`src/rtl/dmem_responder_if.sv`:
```
// RAM-side request/acknowledge bus of the data-memory responder.
// master = responder (drives strobes), slave = RAM (returns data and ack).
interface dmem_responder_if;
  logic [15:0] mem_addr;
  logic [15:0] mem_wdata;
  logic        mem_rd;
  logic        mem_wr;
  logic [15:0] mem_rdata;
  logic        mem_ack;

  modport master (
    output mem_addr, mem_wdata, mem_rd, mem_wr,
    input  mem_rdata, mem_ack
  );

  modport slave (
    input  mem_addr, mem_wdata, mem_rd, mem_wr,
    output mem_rdata, mem_ack
  );
endinterface

```
`src/rtl/dmem_responder.sv`:
```
// MEM-stage responder: runs the data-RAM handshake for loads/stores, stalls the
// front of the pipeline while busy, and hands results plus write-back fields to MEM/WB.
//
// state | meaning
// IDLE  | accept a new op: pass-through if no request, else capture and go BUSY
// BUSY  | strobes held on the RAM bus, waiting for mem_ack or timeout
module dmem_responder #(
  parameter int TIMEOUT = 16
) (
  input  logic               clk,
  input  logic               rst_n,
  input  logic [15:0]        DataAddress,
  input  logic [15:0]        DataIn,
  input  logic               ReadMem,
  input  logic               WriteMem,
  input  logic [1:0]         quarter,
  input  logic               write,
  input  logic [3:0]         writeReg,
  output logic               stall,
  dmem_responder_if.master   mem,
  output logic [15:0]        o_ReadData,
  output logic [15:0]        o_DataAddress,
  output logic [1:0]         o_quarter,
  output logic               o_write,
  output logic [3:0]         o_writeReg,
  output logic               o_valid,
  output logic               err
);

  typedef enum logic {IDLE, BUSY} state_t;

  localparam logic [7:0] CNT_LAST = 8'(TIMEOUT - 1);

  state_t      state_q;
  logic [7:0]  cnt_q;
  logic [15:0] mem_addr_q;
  logic [15:0] mem_wdata_q;
  logic        mem_rd_q;
  logic        mem_wr_q;
  logic [1:0]  cap_quarter_q;
  logic        cap_write_q;
  logic [3:0]  cap_writeReg_q;
  logic [15:0] rdata_q;
  logic [15:0] daddr_q;
  logic [1:0]  quarter_q;
  logic        write_q;
  logic [3:0]  writeReg_q;
  logic        valid_q;
  logic        err_q;

  logic req;
  logic timeout_hit;

  assign req         = ReadMem | WriteMem;
  assign timeout_hit = (state_q == BUSY) && !mem.mem_ack && (cnt_q == CNT_LAST);
  // The upstream latch advances on the completing edge, so stall drops in the ack/timeout cycle.
  assign stall       = ((state_q == IDLE) && req) ||
                       ((state_q == BUSY) && !mem.mem_ack && !timeout_hit);

  always_ff @(posedge clk or negedge rst_n) begin
    if (!rst_n) begin
      state_q        <= IDLE;
      cnt_q          <= '0;
      mem_addr_q     <= '0;
      mem_wdata_q    <= '0;
      mem_rd_q       <= 1'b0;
      mem_wr_q       <= 1'b0;
      cap_quarter_q  <= '0;
      cap_write_q    <= 1'b0;
      cap_writeReg_q <= '0;
      rdata_q        <= '0;
      daddr_q        <= '0;
      quarter_q      <= '0;
      write_q        <= 1'b0;
      writeReg_q     <= '0;
      valid_q        <= 1'b0;
      err_q          <= 1'b0;
    end else begin
      valid_q <= 1'b0;
      err_q   <= 1'b0;
      case (state_q)
        IDLE: begin
          if (req) begin
            mem_addr_q     <= DataAddress;
            mem_wdata_q    <= DataIn;
            mem_rd_q       <= ReadMem & ~WriteMem;
            mem_wr_q       <= WriteMem;
            cap_quarter_q  <= quarter;
            cap_write_q    <= write;
            cap_writeReg_q <= writeReg;
            cnt_q          <= '0;
            err_q          <= ReadMem & WriteMem;
            state_q        <= BUSY;
          end else begin
            daddr_q    <= DataAddress;
            quarter_q  <= quarter;
            write_q    <= write;
            writeReg_q <= writeReg;
            valid_q    <= 1'b1;
          end
        end
        BUSY: begin
          if (mem.mem_ack || timeout_hit) begin
            daddr_q    <= mem_addr_q;
            quarter_q  <= cap_quarter_q;
            writeReg_q <= cap_writeReg_q;
            valid_q    <= 1'b1;
            mem_rd_q   <= 1'b0;
            mem_wr_q   <= 1'b0;
            state_q    <= IDLE;
            if (mem.mem_ack) begin
              write_q <= cap_write_q;
              if (mem_rd_q) rdata_q <= mem.mem_rdata;
            end else begin
              // Aborted access: poison the data and suppress the register write.
              write_q <= 1'b0;
              rdata_q <= 16'hFFFF;
              err_q   <= 1'b1;
            end
          end else begin
            cnt_q <= cnt_q + 8'd1;
          end
        end
        default: state_q <= IDLE;
      endcase
    end
  end

  assign mem.mem_addr  = mem_addr_q;
  assign mem.mem_wdata = mem_wdata_q;
  assign mem.mem_rd    = mem_rd_q;
  assign mem.mem_wr    = mem_wr_q;

  assign o_ReadData    = rdata_q;
  assign o_DataAddress = daddr_q;
  assign o_quarter     = quarter_q;
  assign o_write       = write_q;
  assign o_writeReg    = writeReg_q;
  assign o_valid       = valid_q;
  assign err           = err_q;

endmodule

```
`src/flat_wrapper.sv`:
```
// flat-port wrapper written by rule: the top's interface ports become plain ports
module dmem_responder_flat 
#(
  parameter int TIMEOUT = 16
)
  (clk, rst_n, DataAddress, DataIn, ReadMem, WriteMem, quarter, write, writeReg, stall, o_ReadData, o_DataAddress, o_quarter, o_write, o_writeReg, o_valid, err, mem_mem_addr, mem_mem_wdata, mem_mem_rd, mem_mem_wr, mem_mem_rdata, mem_mem_ack);
  dmem_responder_if mem_i ();
  input  logic clk;
  input  logic rst_n;
  input  logic [15:0] DataAddress;
  input  logic [15:0] DataIn;
  input  logic ReadMem;
  input  logic WriteMem;
  input  logic [1:0] quarter;
  input  logic write;
  input  logic [3:0] writeReg;
  output logic stall;
  output logic [15:0] o_ReadData;
  output logic [15:0] o_DataAddress;
  output logic [1:0] o_quarter;
  output logic o_write;
  output logic [3:0] o_writeReg;
  output logic o_valid;
  output logic err;
  output wire logic [$bits(mem_i.mem_addr)-1:0] mem_mem_addr;
  output wire logic [$bits(mem_i.mem_wdata)-1:0] mem_mem_wdata;
  output wire logic [$bits(mem_i.mem_rd)-1:0] mem_mem_rd;
  output wire logic [$bits(mem_i.mem_wr)-1:0] mem_mem_wr;
  input wire logic [$bits(mem_i.mem_rdata)-1:0] mem_mem_rdata;
  input wire logic [$bits(mem_i.mem_ack)-1:0] mem_mem_ack;
  assign mem_mem_addr = mem_i.mem_addr;
  assign mem_mem_wdata = mem_i.mem_wdata;
  assign mem_mem_rd = mem_i.mem_rd;
  assign mem_mem_wr = mem_i.mem_wr;
  assign mem_i.mem_rdata = mem_mem_rdata;
  assign mem_i.mem_ack = mem_mem_ack;
  dmem_responder #(.TIMEOUT(TIMEOUT)) u_core (.clk(clk), .rst_n(rst_n), .DataAddress(DataAddress), .DataIn(DataIn), .ReadMem(ReadMem), .WriteMem(WriteMem), .quarter(quarter), .write(write), .writeReg(writeReg), .stall(stall), .mem(mem_i), .o_ReadData(o_ReadData), .o_DataAddress(o_DataAddress), .o_quarter(o_quarter), .o_write(o_write), .o_writeReg(o_writeReg), .o_valid(o_valid), .err(err));
endmodule
```
`config.mk`:
```
export PLATFORM = sky130hd
export DESIGN_NAME = dmem_responder_flat
export DESIGN_NICKNAME = d
export VERILOG_FILES = /design/src/rtl/dmem_responder_if.sv /design/src/rtl/dmem_responder.sv /design/src/flat_wrapper.sv
export SDC_FILE = /design/constraint.sdc
export NUM_CORES = 1
export LEC_CHECK = 0
export BUFFER_PORTS_ARGS = -buffer_cell sky130_fd_sc_hd__buf_2
export CORE_UTILIZATION = 50
export DETAILED_ROUTE_END_ITERATION = 10
export PLACE_DENSITY = 0.8
export SYNTH_ARGS = -nofsm -noshare
export SYNTH_HDL_FRONTEND = slang
export SYNTH_SLANG_ARGS = --single-unit
```
`constraint.sdc`:
```
create_clock -name clk -period 1.9 [get_ports clk]
set_input_delay 0.19 -clock clk [delete_from_list [all_inputs] [get_ports clk]]
set_output_delay 0.19 -clock clk [all_outputs]
set_load 0.005 [all_outputs]
```
==> impl_metrics.yaml, run 1 <==
drt:
  routedWlPerCell_um: 14.7
  drtAntennaViolNets: 0
  wl_mm: 9.17
  drtPass1Iterations: 4
  drt_iter0_drc: 226
  viasPerCell: 5.09
  drc: 0
  vias: 3180
timing:
  period_needed_ns: 1.84
  max_freq_mhz: 545
  max_slew_margin_pct: 59.0
  worst_pin_slew_ns: 0.613
  hold_viol: 0
  setup_viol: 0
  final_max_slew_viol_count: 0
  fin_skew_ns: 0.0121
  worst_slack_ns: 0.0636
  finalCritPeriodShare_pct: 96.7
global_routing:
  grt_max_degree: 43
  busiest_layer: "met2"
  grt_pass1_wl_mm: 15.3
  grt_pass1_vias: 3251
  gr-total-overflow: 0
  grt_usage_pct: 23.3
  use_met3_pct: 5.72
  antenna_found_initial: 0
  use_met1_pct: 30.3
  met2_usage_pct: 38.2
power:
  peakVddDrop_mv: 0.780
  powerDensity_mw_per_mm2: 1370
  p_leak_nw: 2.67
  power_mw: 6.87
floorplanning:
  io_pins: 136
  die-area_mm2: 0.00821
  die_x_um: 90.6
  start_util_pct: 53.0
  rows: 31
  core_area_mm2: 0.00741
  die_h_um: 90.6
final_layout:
  layout_commonest_cell: "buf_2"
  final_nets: 582
  layout_common_cells: "134 x buf_2, 123 x nand2_1, 91 x dfrtp_1"
  num_antenna_cells: 0
  utilization_pct: 67.8
  fillers: 584
  drive_gt1_share_pct: 41.3
  area_delta_synth_final_pct: 27.9
critical_path:
  crit_required_ns: 1.71
  crit_path_max_fanout: 6
  endpoint_kind: "output port"
  cp_slowest_cell: "dfrtp_1"
  crit_type: "flop to output port"
  crit_arrival_ns: 1.65
  r2r_setup_slack_ns: 0.07
  crit_start: "u_core.cnt_q[4]"
  crit_chain: "nor4_4, a21bo_4, nand2_1, buf_2"
  start_kind: "flop"
  cpPeakStageDelay_ns: 0.47
  reg2reg_from: "u_core.cnt_q[0]"
logic_synthesis:
  avgSynthCellArea_um2: 10.4
  synth_edf_count: 0
  muxShareOfSynthArea_pct: 15.3
  yosysTopAreaCell: "dfrtp_1"
  syn_area_mm2: 0.00393
  synth_cell_types: 29
  yosys_warnings: 0
  synth_compound_gate_area_share_pct: 4.21
  synthAdderAreaFrac_pct: 0.319
  synth-simple-area-share_pct: 19.1
  ys_top_cells_by_area: "dfrtp_1 58%, nand2_1 12%, mux2_2 8.0%"
  synth_top_family_by_area: "simple AND/OR/NAND/NOR gates"
  synth.net_count: 438
  syn_inst: 377
  async_flop_share_pct: 100
  synth-xor-area-share_pct: 0.446
  netlist.area_leader.share_pct: 58.0
  ys_ff_latch: 91
  ys_seq_area_share_pct: 58.0
  yosys_most_used_dff: "dfrtp_1"
place:
  place_ws_ns: 0.0604
  gp_congestion: 0.772
  port_buffers: 135
  dp_hpwl_mm: 6.58
min_path:
  hp-start: "DataIn[1]"
  hold_path_class: "input pin to flop"
clocking:
  cts_tree: "done"
  cts_num_sinks: 91
  root_buffer: "clkbuf_8"
  cts_inserted_buffers: 9
  cts_max_level: 3
  cts_setup_buffers: 0
  clk_pin_slew_ns: 0.10
  clk_latency_ns: 0.35
  clock_path_buffers: 2
flow_run:
  maxCapViolCount: 0
status:
  status: "complete, no violations"
==> routing by layer <==
metal  share of wire, %  wire length, um  vias to the layer above
met5                  0                0                        -
met4                1.5              138                        0
met3                7.8              716                       15
met2                 48             4370                      134
met1                 43             3950                     1517
li1                   -                -                     1514
==> cell families after synthesis <==
kind of cell	after synthesis
AND/OR/NAND/NOR	183
buffers and inverters	23
multiplexers	48
flip-flops	91
XOR/XNOR	2
AO/OA/AOI/OAI	29
adder cells (fa/ha/maj)	1
==> power by group <==
part | total, mW | internal [mW] | switching, mW
logic | 2.54 | 1.38 | 1.15
registers | 3.11 | 2.68 | 0.435
clock network | 1.22 | 0.525 | 0.697
==> worst max-delay path: cells and delay by family (launching register included) <==
| family | cells | cell delay (ns) |
|---|---|---|
| flops | 1 | 0.47 |
| simple gates | 2 | 0.45 |
| compound gates | 1 | 0.21 |
| buf+inv | 1 | 0.16 |
==> final cells by class <==
| class | count | area [um2] | area share, % |
|---|---|---|---|
| sequential | 91 | 2280 | 45.3 |
| multi-input combinational | 263 | 1560 | 31.0 |
| timing repair buffer | 151 | 860 | 17.1 |
| clock buffer | 10 | 138 | 2.74 |
| tap | 99 | 124 | 2.47 |
| clock inverter | 6 | 48.8 | 0.971 |
| inverter | 5 | 18.8 | 0.374 |
==> what timing repair did <==
item / 4_1_cts / 5_1_grt
gates resized for setup: 0 / 3
hold buffers: 1 / 0
endpoints found under the setup margin: 0 / 10
endpoints found under the hold margin: 30 / 0
==> stage by stage <==
step                      std cells  cell area [um2]  setup TNS, ns  hold WS (ns)
final                           625             5020              0        0.0272
after global routing            625             5020      -0.000940        0.0124
after CTS                       624             4990              0        0.0105
after detailed placement        607             4790              0         0.152
after global placement          607             4790              0         0.150
after floorplan                 377             3930              0        -0.106
==> state kept, by name, summed over array words and instances (netlist names), 2 cells and up <==
name,count
u_core.cap_quarter_q,2
u_core.mem.mem_wdata,16
u_core.cap_writeReg_q,4
u_core.o_writeReg,4
u_core.o_quarter,2
u_core.o_ReadData,16
u_core.mem.mem_addr,16
u_core.o_DataAddress,16
u_core.cnt_q,8
==> path summary, 6_finish.rpt <==
check	depth (start not counted)	to
max in group asynchronous	3	u_core.o_writeReg[2]
min in group asynchronous	2	u_core.o_ReadData[2]
min	3	u_core.mem.mem_wdata[1]
max reg2reg	6	u_core.o_DataAddress[9]
max	4	stall
min reg2reg	2	u_core.mem.mem_wdata[6]
==> cells in the mapped netlist (3+ instances only) <==
library cell  count
dfrtp_1          91
mux2_4           17
nand2_1         123
nor2_1           40
clkbuf_1         12
nor3_1            4
mux2_2           28
o21ai_0           6
buf_2             3
nand3_1           7
inv_1             5
mux2i_1           3
a21oi_1          19
No activity file was read; power rests on OpenSTA's default activity.
==> run 2: changes to the inputs <==
CORE_UTILIZATION = 45   (was 50)
PLACE_DENSITY = 0.76   (was 0.8)
RECOVER_POWER = 25   (was unset)
clock period = 1.5 ns   (was 1.9 ns; I/O delays follow)
==> run 2 against run 1 <==
  * Final area rose by 11%
  * Combinational power rose by 40%
  * The run now ends with negative setup slack left
  * Register-to-register slack got worse by 0.33 ns
  * Critical path depth rose by 3
==> impl_metrics.yaml, run 2 (synthesis gave the netlist of run 1 again) <==
drt:
  wl_mm: 10.1
  drt_iter0_drc: 92
  drtPass1Iterations: 4
  viasPerCell: 4.99
  drtAntennaViolNets: 0
  drc: 0
  routedWlPerCell_um: 14.9
  vias: 3395
timing:
  fin_hold_ws_ns: 0.00630
  finalCritPeriodShare_pct: 117
  worst_slack_ns: -0.258
  max_slew_margin_pct: 35.9
  max_freq_mhz: 569
  setup_viol: 24
  fin_skew_ns: 0.0101
  rsz0062_at_grt: "yes"
  hold_viol: 0
  period_needed_ns: 1.76
  worst_pin_slew_ns: 0.962
  final_max_slew_viol_count: 0
final_layout:
  layout_common_cells: "134 x buf_2, 122 x nand2_1, 91 x dfrtp_1"
  drive_gt1_share_pct: 42.1
  final_cells: 680
  final_nets: 633
  area_delta_synth_final_pct: 41.6
  layout_commonest_cell: "buf_2"
  num_antenna_cells: 0
  stdcell_area_mm2: 0.00556
critical_path:
  crit_start: "u_core.cnt_q[0]"
  rr_worst_depth: 7
  endpoint_kind: "flop"
  crit_arrival_ns: 1.99
  reg2reg_to: "u_core.o_DataAddress[9]"
  start_kind: "flop"
  reg2reg_from: "u_core.cnt_q[0]"
  r2r_setup_slack_ns: -0.26
  endpoint: "u_core.o_DataAddress[9]"
  crit_type: "flop to flop"
  crit_path_max_fanout: 6
  crit_required_ns: 1.74
global_routing:
  grt_pass1_vias: 3346
  grt_max_degree: 45
  antenna_found_initial: 0
  grt_pass1_wl_mm: 16.1
  grt_usage_pct: 23.3
  gr-total-overflow: 0
floorplanning:
  io_pins: 136
  rows: 33
  core_area_mm2: 0.00834
  die_h_um: 95.4
  die-area_mm2: 0.00910
  die_x_um: 95.4
  start_util_pct: 47.1
place:
  port_buffers: 135
  dp_hpwl_mm: 6.70
  dp_cells: 629
  place_ws_ns: -0.159
  gp_congestion: 0.831
  placed_area_mm2: 0.00495
clocking:
  root_buffer: "clkbuf_8"
  cts_tree: "done"
  clock_path_buffers: 2
  clk_latency_ns: 0.35
  cts_max_level: 3
  clk_pin_slew_ns: 0.08
  cts_num_sinks: 91
  cts_inserted_buffers: 9
power:
  powerDensity_mw_per_mm2: 1600
  peakVddDrop_mv: 0.788
  power_mw: 8.89
  p_leak_nw: 2.94
status:
  status: "finished with violations"
  violations: "negative setup slack"
flow_run:
  maxCapViolCount: 0
min_path:
  hold_path_class: "input pin to flop"
## run 2: changes by cell type in the layout (fill, tap and decap cells not counted), moves of 2 or more
| cell | previous run | this run |
|---|---|---|
| dlygate4sd3_1 | 1 | 28 |
| buf_4 | 11 | 25 |
| mux2_2 | 28 | 22 |
| mux2_4 | 17 | 23 |
| buf_6 | 1 | 5 |
| buf_12 | 3 | 6 |
| clkinv_2 | 1 | 4 |
| clkbuf_1 | 0 | 2 |
| clkinvlp_4 | 2 | 0 |
## run 2: final cells by class
| class | instances | area, um2 |
|---|---|---|
| multi-input combinational | 263 | 1600 |
| tap | 105 | 131 |
| clock buffer | 10 | 128 |
| inverter | 5 | 18.8 |
| sequential | 91 | 2280 |
| clock inverter | 4 | 20.0 |
| timing repair buffer | 202 | 1390 |
| fill | 654 | 2780 |
## run 2: how the worst min path moves through the flow
stage                     from                       end  slack [ns]  depth (start not counted)
3_3_place_gp             rst_n    u_core.mem.mem_addr[3]        0.03                          1
3_5_place_dp             rst_n    u_core.mem.mem_addr[3]        0.04                          1
6_report           writeReg[3]  u_core.cap_writeReg_q[3]       0.006                          3
5_1_grt        DataAddress[14]   u_core.mem.mem_addr[14]       0.005                          3
2_1_floorplan            rst_n   u_core.cap_quarter_q[0]       -0.15                          0
4_1_cts            writeReg[3]  u_core.cap_writeReg_q[3]      0.0008                          3
## run 2: layer usage
metal	GRT usage [%]	routed length, um	vias to the layer above
li1	-	-	1618
met1	30.0	4450	1636
met2	39.0	4860	126
met3	5.82	658	15
met4	6.09	128	0
met5	0	0	-
## run 2: metrics by stage
stage / util (%) / setup TNS, ns
6_report: 66.7 / -5.64
2_1_floorplan: - / -3.72
4_1_cts: 65.8 / -5.25
3_3_place_gp: 59.4 / -2.74
5_1_grt: 66.7 / -7.47
3_5_place_dp: 59.4 / -3.10
## run 2: power breakdown
part	switching, mW	internal [mW]
combinational	1.54	2.01
sequential	0.565	3.39
clock	0.811	0.574
total	2.91	5.98
## run 2: critical path: stages, from the launching register on
cell and delay (ns):
dfrtp_1 0.39, ha_2 0.20, and3_4 0.15, a21bo_4 0.23, buf_12 0.13, nand2_8 0.10, clkbuf_16 0.17, mux2_4 0.29
## run 2: timing repair
action / CTS / global route
gates resized for setup: 12 / 5
hold buffers: 27 / 1
cloned: 1 / 1
setup buffers: 4 / 3
setup endpoints to repair: 24 / 43
hold endpoints to repair: 117 / 1
pin swaps: 3 / 0
